## config.mk

```make
export PLATFORM = sky130hd
export DESIGN_NAME = i2c_reg_ctrl
export DESIGN_NICKNAME = d
export VERILOG_FILES = /design/src/rtl/i2c_pkg.sv /design/src/rtl/i2c_reg_file.sv /design/src/rtl/i2c_reg_ctrl.sv
export SDC_FILE = /design/constraint.sdc
export NUM_CORES = 1
export LEC_CHECK = 0
export CORE_MARGIN = 2
export CORE_UTILIZATION = 50
export CTS_CLUSTER_SIZE = 12
export DETAILED_ROUTE_END_ITERATION = 8
export PLACE_DENSITY_LB_ADDON = 0.12
export SLEW_MARGIN = 20
export SYNTH_ARGS = -nofsm -noshare
export SYNTH_HDL_FRONTEND = slang
export SYNTH_HIERARCHICAL = 1
export SYNTH_SLANG_ARGS = --single-unit
export TNS_END_PERCENT = 5
```

## constraint.sdc

```tcl
create_clock -name clk -period 5 [get_ports clk]
set_input_delay 1 -clock clk [delete_from_list [all_inputs] [get_ports clk]]
set_output_delay 1 -clock clk [all_outputs]
set_load 0.02 [all_outputs]
```

## src/rtl/i2c_pkg.sv

```systemverilog
// ---------------------------------------------------------------------------
// i2c_pkg
// Shared types and constants for the I2C register-controller slice.
//   state_t       : transaction sequencer states
//   I2C_ACK/NACK  : acknowledge encoding towards the byte engine
//   IDLE_TX_BYTE  : filler byte returned when no register read is active
//   DEFAULT_DEV_ADDR : default 7-bit peripheral address
// ---------------------------------------------------------------------------
package i2c_pkg;

  typedef enum logic [2:0] {
    IDLE,
    ADDR,
    PTR,
    WR,
    RD,
    IGNORE
  } state_t;

  localparam logic I2C_ACK  = 1'b1;
  localparam logic I2C_NACK = 1'b0;

  localparam logic [7:0] IDLE_TX_BYTE     = 8'hFF;
  localparam logic [6:0] DEFAULT_DEV_ADDR = 7'h2A;

endpackage

```

## src/rtl/i2c_reg_file.sv

```systemverilog
// ---------------------------------------------------------------------------
// i2c_reg_file
// NUM_REGS x 8-bit register bank: one synchronous write port, one
// combinational read port and the whole bank exported as a flat vector.
// Ports:
//   clk, rst_n     : clock, asynchronous active-low reset
//   i_we           : write enable (one cycle)
//   i_waddr/i_wdata: write index / data
//   i_raddr        : read index
//   o_rdata        : combinational read data
//   o_regs_flat    : reg i at bits [8i+7:8i]
// ---------------------------------------------------------------------------
module i2c_reg_file #(
  parameter int          NUM_REGS  = 16,
  parameter logic [7:0]  RESET_VAL = 8'h00,
  localparam int         AW        = (NUM_REGS > 1) ? $clog2(NUM_REGS) : 1
) (
  input  logic                  clk,
  input  logic                  rst_n,
  input  logic                  i_we,
  input  logic [AW-1:0]         i_waddr,
  input  logic [7:0]            i_wdata,
  input  logic [AW-1:0]         i_raddr,
  output logic [7:0]            o_rdata,
  output logic [NUM_REGS*8-1:0] o_regs_flat
);

  logic [7:0] r_mem [NUM_REGS];

  // NOTE: the bank drives pins directly, so every entry must reset to a
  // known value; this forces flops rather than a RAM macro, which is fine
  // at this size.
  always_ff @(posedge clk or negedge rst_n) begin
    if (!rst_n) begin
      for (int i = 0; i < NUM_REGS; i++) begin
        r_mem[i] <= RESET_VAL;
      end
    end else if (i_we) begin
      r_mem[i_waddr] <= i_wdata;
    end
  end

  assign o_rdata = r_mem[i_raddr];

  for (genvar g = 0; g < NUM_REGS; g++) begin : g_flat
    assign o_regs_flat[8*g +: 8] = r_mem[g];
  end

endmodule

```

## src/rtl/i2c_reg_ctrl.sv

```systemverilog
// ---------------------------------------------------------------------------
// i2c_reg_ctrl
// Transaction sequencer behind a byte-level I2C peripheral engine. Decodes
// the address byte, register-pointer byte and data bytes, answers every
// received byte with ACK/NACK, and serves read bytes from a register bank
// with an auto-incrementing pointer.
// Ports:
//   clk, rst_n           : clock, asynchronous active-low reset
//   start_det, stop_det  : START/repeated-START and STOP pulses
//   rx_valid, rx_byte    : received byte pulse and data
//   ack_valid, ack       : registered answer to each rx_valid (1 = ACK)
//   tx_req, tx_nack      : read-byte request, controller NACK of last byte
//   tx_valid, tx_byte    : registered answer to each tx_req (byte held)
//   busy                 : state is not IDLE
//   wr_strobe, wr_addr   : pulse and index for each register write
//   regs_flat            : register bank, reg i at bits [8i+7:8i]
// ---------------------------------------------------------------------------
module i2c_reg_ctrl
  import i2c_pkg::*;
#(
  parameter logic [6:0] DEV_ADDR  = DEFAULT_DEV_ADDR,
  parameter int         NUM_REGS  = 16,
  parameter logic [7:0] RESET_VAL = 8'h00,
  localparam int        AW        = (NUM_REGS > 1) ? $clog2(NUM_REGS) : 1
) (
  input  logic                  clk,
  input  logic                  rst_n,
  input  logic                  start_det,
  input  logic                  stop_det,
  input  logic                  rx_valid,
  input  logic [7:0]            rx_byte,
  output logic                  ack_valid,
  output logic                  ack,
  input  logic                  tx_req,
  input  logic                  tx_nack,
  output logic                  tx_valid,
  output logic [7:0]            tx_byte,
  output logic                  busy,
  output logic                  wr_strobe,
  output logic [AW-1:0]         wr_addr,
  output logic [NUM_REGS*8-1:0] regs_flat
);

  state_t        r_state;
  logic [AW-1:0] r_ptr;
  logic          r_ack_valid;
  logic          r_ack;
  logic          r_tx_valid;
  logic [7:0]    r_tx_byte;
  logic          r_wr_strobe;
  logic [AW-1:0] r_wr_addr;

  logic          w_bus_evt;
  logic          w_rx;
  logic          w_tx;
  logic          w_we;
  logic [7:0]    w_rdata;

  // A START/STOP in the same cycle swallows any byte event: it belongs to
  // the transaction being torn down.
  assign w_bus_evt = start_det | stop_det;
  assign w_rx      = rx_valid & ~w_bus_evt;
  assign w_tx      = tx_req & ~w_bus_evt;
  assign w_we      = w_rx & (r_state == WR);

  i2c_reg_file #(
    .NUM_REGS  (NUM_REGS),
    .RESET_VAL (RESET_VAL)
  ) u_reg_file (
    .clk         (clk),
    .rst_n       (rst_n),
    .i_we        (w_we),
    .i_waddr     (r_ptr),
    .i_wdata     (rx_byte),
    .i_raddr     (r_ptr),
    .o_rdata     (w_rdata),
    .o_regs_flat (regs_flat)
  );

  // NOTE: all state below is updated with non-blocking assignments so that
  // every branch sees the pre-edge values of r_state/r_ptr, regardless of
  // statement order.
  always_ff @(posedge clk or negedge rst_n) begin
    if (!rst_n) begin
      r_state     <= IDLE;
      r_ptr       <= '0;
      r_ack_valid <= 1'b0;
      r_ack       <= I2C_NACK;
      r_tx_valid  <= 1'b0;
      r_tx_byte   <= 8'h00;
      r_wr_strobe <= 1'b0;
      r_wr_addr   <= '0;
    end else begin
      // Pulses default low; ack defaults to NACK so it reads 0 when idle.
      r_ack_valid <= w_rx;
      r_ack       <= I2C_NACK;
      r_tx_valid  <= w_tx;
      r_wr_strobe <= w_we;

      if (w_tx) begin
        r_tx_byte <= (r_state == RD) ? w_rdata : IDLE_TX_BYTE;
      end

      if (w_we) begin
        r_wr_addr <= r_ptr;
      end

      if (start_det) begin
        r_state <= ADDR;
      end else if (stop_det) begin
        r_state <= IDLE;
      end else begin
        unique case (r_state)
          ADDR: begin
            if (w_rx) begin
              if (rx_byte[7:1] == DEV_ADDR) begin
                r_ack   <= I2C_ACK;
                r_state <= rx_byte[0] ? RD : PTR;
              end else begin
                r_state <= IGNORE;
              end
            end
          end
          PTR: begin
            if (w_rx) begin
              // Pointer bits beyond the bank size are dropped.
              r_ptr   <= rx_byte[AW-1:0];
              r_ack   <= I2C_ACK;
              r_state <= WR;
            end
          end
          WR: begin
            if (w_rx) begin
              r_ptr <= r_ptr + AW'(1);
              r_ack <= I2C_ACK;
            end
          end
          RD: begin
            // rx_valid here is a protocol error and is simply NACKed.
            if (w_tx) begin
              r_ptr <= r_ptr + AW'(1);
            end
            // The read byte in the same cycle is still served above.
            if (tx_nack) begin
              r_state <= IGNORE;
            end
          end
          default: ; // IDLE, IGNORE: NACK everything, serve filler bytes
        endcase
      end
    end
  end

  assign ack_valid = r_ack_valid;
  assign ack       = r_ack;
  assign tx_valid  = r_tx_valid;
  assign tx_byte   = r_tx_byte;
  assign wr_strobe = r_wr_strobe;
  assign wr_addr   = r_wr_addr;
  assign busy      = (r_state != IDLE);

endmodule
```

==> summary.log <==
[clock_network] H-tree levels 4
[synthesis] post-synthesis compound-gate area fraction 4.48%
[synthesis] post-synthesis sequential area ratio 53.9%
[floorplan] effective utilization at floorplan 50.9%
[sta] Final setup viols 0
[sta] RSZ-0062 raised after global routing no
[setup_path] data required time of the critical path 5.30 ns
[cells_and_area] most frequent cells in the layout sky130_fd_sc_hd__clkdlybuf4s50_1, sky130_fd_sc_hd__dfrtp_1, sky130_fd_sc_hd__mux2_2
[setup_path] Worst Setup SP rx_valid
[sta] maximum clock skew at final layout 0.00929 ns
[floorplan] die footprint 15000 um^2
[routing] wire length reported by the detailed router 19100 um
[cells_and_area] number of nets in the layout 629
[clock_network] number of setup buffers added after CTS 0
[floorplan] num ports 160
[min_path] worst hold stages 1
[floorplan] die extent in y 122 um
[placement] number of buffer cells added on primary ports 159
[cells_and_area] Antenna Diode Count 0
[grt] pin count of the biggest net entering global routing 108
[clock_network] quantity of hold-fixing buffers added after cts 0
[synthesis] post-synthesis simple-gate area fraction 6.48%
[sta] worst slew margin relative to its limit 34.4%
[clock_network] CTS resizes 0
[setup_path] CP endpoint kind flip-flop
[cells_and_area] Finished Core Util 68.0%
[setup_path] Crit path arrival time 3.82 ns
[grt] all-layer global routing usage 27.0%
[setup_path] Crit Path Class in -> reg
[placement] Placed Instance Area 8710 um^2
[synthesis] largest area contributor in the netlist sky130_fd_sc_hd__dfrtp_1
[grt] overflow left after global routing 0
[power_and_ir_drop] power density relative to cell area 306 nW/um^2
[setup_path] startpoint of the lowest-slack register-to-register path r_state[2]$_DFFE_PN0P_
[sta] final hold viol count 0
[synthesis] Post-synth EDFFs 0
[cells_and_area] cell area after layout 9360 um^2
[clock_network] number of clock sinks seen by CTS 151
[clock_network] cell chosen for the clock root sky130_fd_sc_hd__clkbuf_16
[synthesis] adder-cell area share of the yosys netlist 0.178%
[setup_path] crit path launch type input pin
[grt] global-route wire length before repair 29400 um
[sta] timing-limited maximum frequency 284 MHz
[synthesis] multiplexer share of the synthesized area 32.4%
[routing] post-detailed-route via-to-cell ratio 5.88
[routing] vias post-DR 4729
[routing] total iterations of the first detailed-routing run 5
[floorplan] number of standard-cell rows in the floorplan 43
[synthesis] post-synthesis xor/xnor area fraction 0.125%
[synthesis] share of Yosys cell area claimed by the top area cell type 53.9%
[synthesis] commonest register cell after synthesis sky130_fd_sc_hd__dfrtp_1
[clock_network] number of clock buffers inserted by TritonCTS 17
[cells_and_area] most common cell after layout, fill and taps aside sky130_fd_sc_hd__clkdlybuf4s50_1
[floorplan] Floorplan Core Area 13800 um^2
[setup_path] cell depth of the worst flop-to-flop path 6
[outcome] outcome finished clean
[power_and_ir_drop] power consumption 2.87 mW
[placement] Placer Congestion 0.789
[synthesis] total number of yosys warnings 6
[placement] half-perimeter wire length after detailed placement 12700 um
[sta] final total negative setup slack 0 ns
[clock_network] Max clock buf depth 2
[synthesis] register bit total from synthesis 151
[cells_and_area] post-synthesis to final-layout area growth 33.5%
[sta] fin crit period 3.52 ns
[sta] Final Max Slew Viols 0
[synthesis] Netlist Area Pre-Place 7010 um^2
[synthesis] post-synthesis area per instance 15.3 um^2
[clock_network] clock tree from TritonCTS yes
[setup_path] worst-path maximum fanout 8
[synthesis] synthesized net count 475
[clock_network] clock latency at the later pin of the worst-skew pair 0.43 ns
[min_path] Tightest Hold Check Type reg -> reg
[synthesis] number of distinct standard cells referenced by the synthesized netlist 47
[run] total of max-cap violations 0
[cells_and_area] share of layout cells above drive strength 1 35.6%
[synthesis] post-synthesis instance total 459
[floorplan] Die Wd 122 um
[routing] wire length per cell 23.8 um
[synthesis] combinational family with the most area after synthesis multiplexers
[power_and_ir_drop] Leakage 4.19 nW
[grt] vias in the first global route 4999
[clock_network] Worst-path clk slew 0.06 ns
[routing] Detailed Route Iter0 Violations 396
[grt] antenna violations before repair 0
[sta] final critical-path share of the clock period 70.4%
[routing] Residual DRC 0
[power_and_ir_drop] maximum vdd drop 0.224 mV
[routing] final antenna-violating net count 0
[synthesis] biggest area contributors in the synthesized netlist sky130_fd_sc_hd__dfrtp_1, sky130_fd_sc_hd__mux2_2, sky130_fd_sc_hd__mux4_2
[min_path] startpoint of the tightest hold check path tx_byte[4]$_DFFE_PN0P_
[synthesis] asr flop ratio synth 100%
[sta] Slew @ Worst Pin 0.983 ns
==> critical path, stage by stage <==
cell and delay (ns):
sky130_fd_sc_hd__clkdlybuf4s50_1 0.53, sky130_fd_sc_hd__nor2b_1 0.29, sky130_fd_sc_hd__nand4_1 0.30, sky130_fd_sc_hd__inv_1 0.27, sky130_fd_sc_hd__nand2_1 0.27, sky130_fd_sc_hd__nor4_4 0.74, sky130_fd_sc_hd__mux2_2 0.42
==> final cells by class <==
type                    instances  area, um^2
multi-input cells             276        3060
flip-flops and latches        151        3780
clock inverters                13         228
fillers                      1015        4410
repair buffers                163        1620
well taps                     180         225
inverters                       4        15.0
clock buffers                  17         425
==> logic make-up (layout without fill, tap and decap cells) <==
family	Yosys count	in the layout
AOI/OAI and AO/OA	41	41
xor gates and xnor gates	1	1
adders and majority gates	1	1
buffers and inverters	32	197
DFF	151	151
muxes	167	167
and+or+nand+nor	66	66
==> metrics by stage <==
stage / worst slack, ns / std cells / hold WS [ns]
2_1_floorplan: 2.24 / 459 / 0.577
3_3_place_gp: 1.21 / 774 / 0.490
3_5_place_dp: 1.09 / 774 / 0.496
4_1_cts: 1.54 / 804 / 0.510
5_1_grt: 1.36 / 804 / 0.538
6_report: 1.48 / 804 / 0.506
==> state kept, by name, summed over array words and instances (netlist names) <==
| name | flops |
|---|---|
| tx_byte | 8 |
| wr_addr | 4 |
| r_state | 3 |
| u_reg_file/o_regs_flat | 128 |
| ack | 1 |
| wr_strobe | 1 |
| tx_valid | 1 |
| ack_valid | 1 |
| r_ptr | 4 |
==> where the power goes <==
part           switching (mW)  total [mW]  internal (mW)
Sequential             0.0477        1.28           1.23
Clock                   0.508        1.44          0.930
Combinational          0.0937       0.153         0.0590
==> cells in the mapped netlist (3+ instances only) <==
| master | instances |
|---|---|
| sky130_fd_sc_hd__dfrtp_1 | 151 |
| sky130_fd_sc_hd__mux2_2 | 124 |
| sky130_fd_sc_hd__mux4_2 | 32 |
| sky130_fd_sc_hd__nand2_1 | 17 |
| sky130_fd_sc_hd__a22oi_1 | 16 |
| sky130_fd_sc_hd__clkbuf_1 | 12 |
| sky130_fd_sc_hd__mux2_4 | 9 |
| sky130_fd_sc_hd__o22a_1 | 9 |
| sky130_fd_sc_hd__nor2_2 | 7 |
| sky130_fd_sc_hd__buf_2 | 6 |
| sky130_fd_sc_hd__a21oi_1 | 5 |
| sky130_fd_sc_hd__nor2b_1 | 5 |
| sky130_fd_sc_hd__buf_4 | 4 |
| sky130_fd_sc_hd__buf_6 | 4 |
| sky130_fd_sc_hd__inv_1 | 4 |
| sky130_fd_sc_hd__nand3_1 | 4 |
| sky130_fd_sc_hd__nor2_1 | 4 |
| sky130_fd_sc_hd__or3_1 | 4 |
| sky130_fd_sc_hd__and2_1 | 3 |
| sky130_fd_sc_hd__nand3b_1 | 3 |
| sky130_fd_sc_hd__nor3_2 | 3 |
| sky130_fd_sc_hd__nor3_4 | 3 |
| sky130_fd_sc_hd__o21a_1 | 3 |
==> per-layer routing <==
| layer | vias up | global-route usage (%) | routed length, um |
|---|---|---|---|
| li1 | 2036 | - | - |
| met5 | - | 0 | 0 |
| met4 | 0 | 9.70 | 416 |
| met2 | 195 | 43.3 | 9500 |
| met3 | 31 | 5.99 | 1040 |
| met1 | 2467 | 36.4 | 8140 |
==> final timing paths <==
check / endpoint / slack (ns)
max in group asynchronous: u_reg_file/o_regs_flat[34]$_DFFE_PN0P_ / 3.14
max: u_reg_file/o_regs_flat[14]$_DFFE_PN0P_ / 1.48
min in group asynchronous: u_reg_file/o_regs_flat[98]$_DFFE_PN0P_ / 0.69
min reg2reg: tx_byte[4]$_DFFE_PN0P_ / 0.51
max reg2reg: u_reg_file/o_regs_flat[14]$_DFFE_PN0P_ / 2.13
min: tx_byte[4]$_DFFE_PN0P_ / 0.51
(Power assumes the default switching activity.)
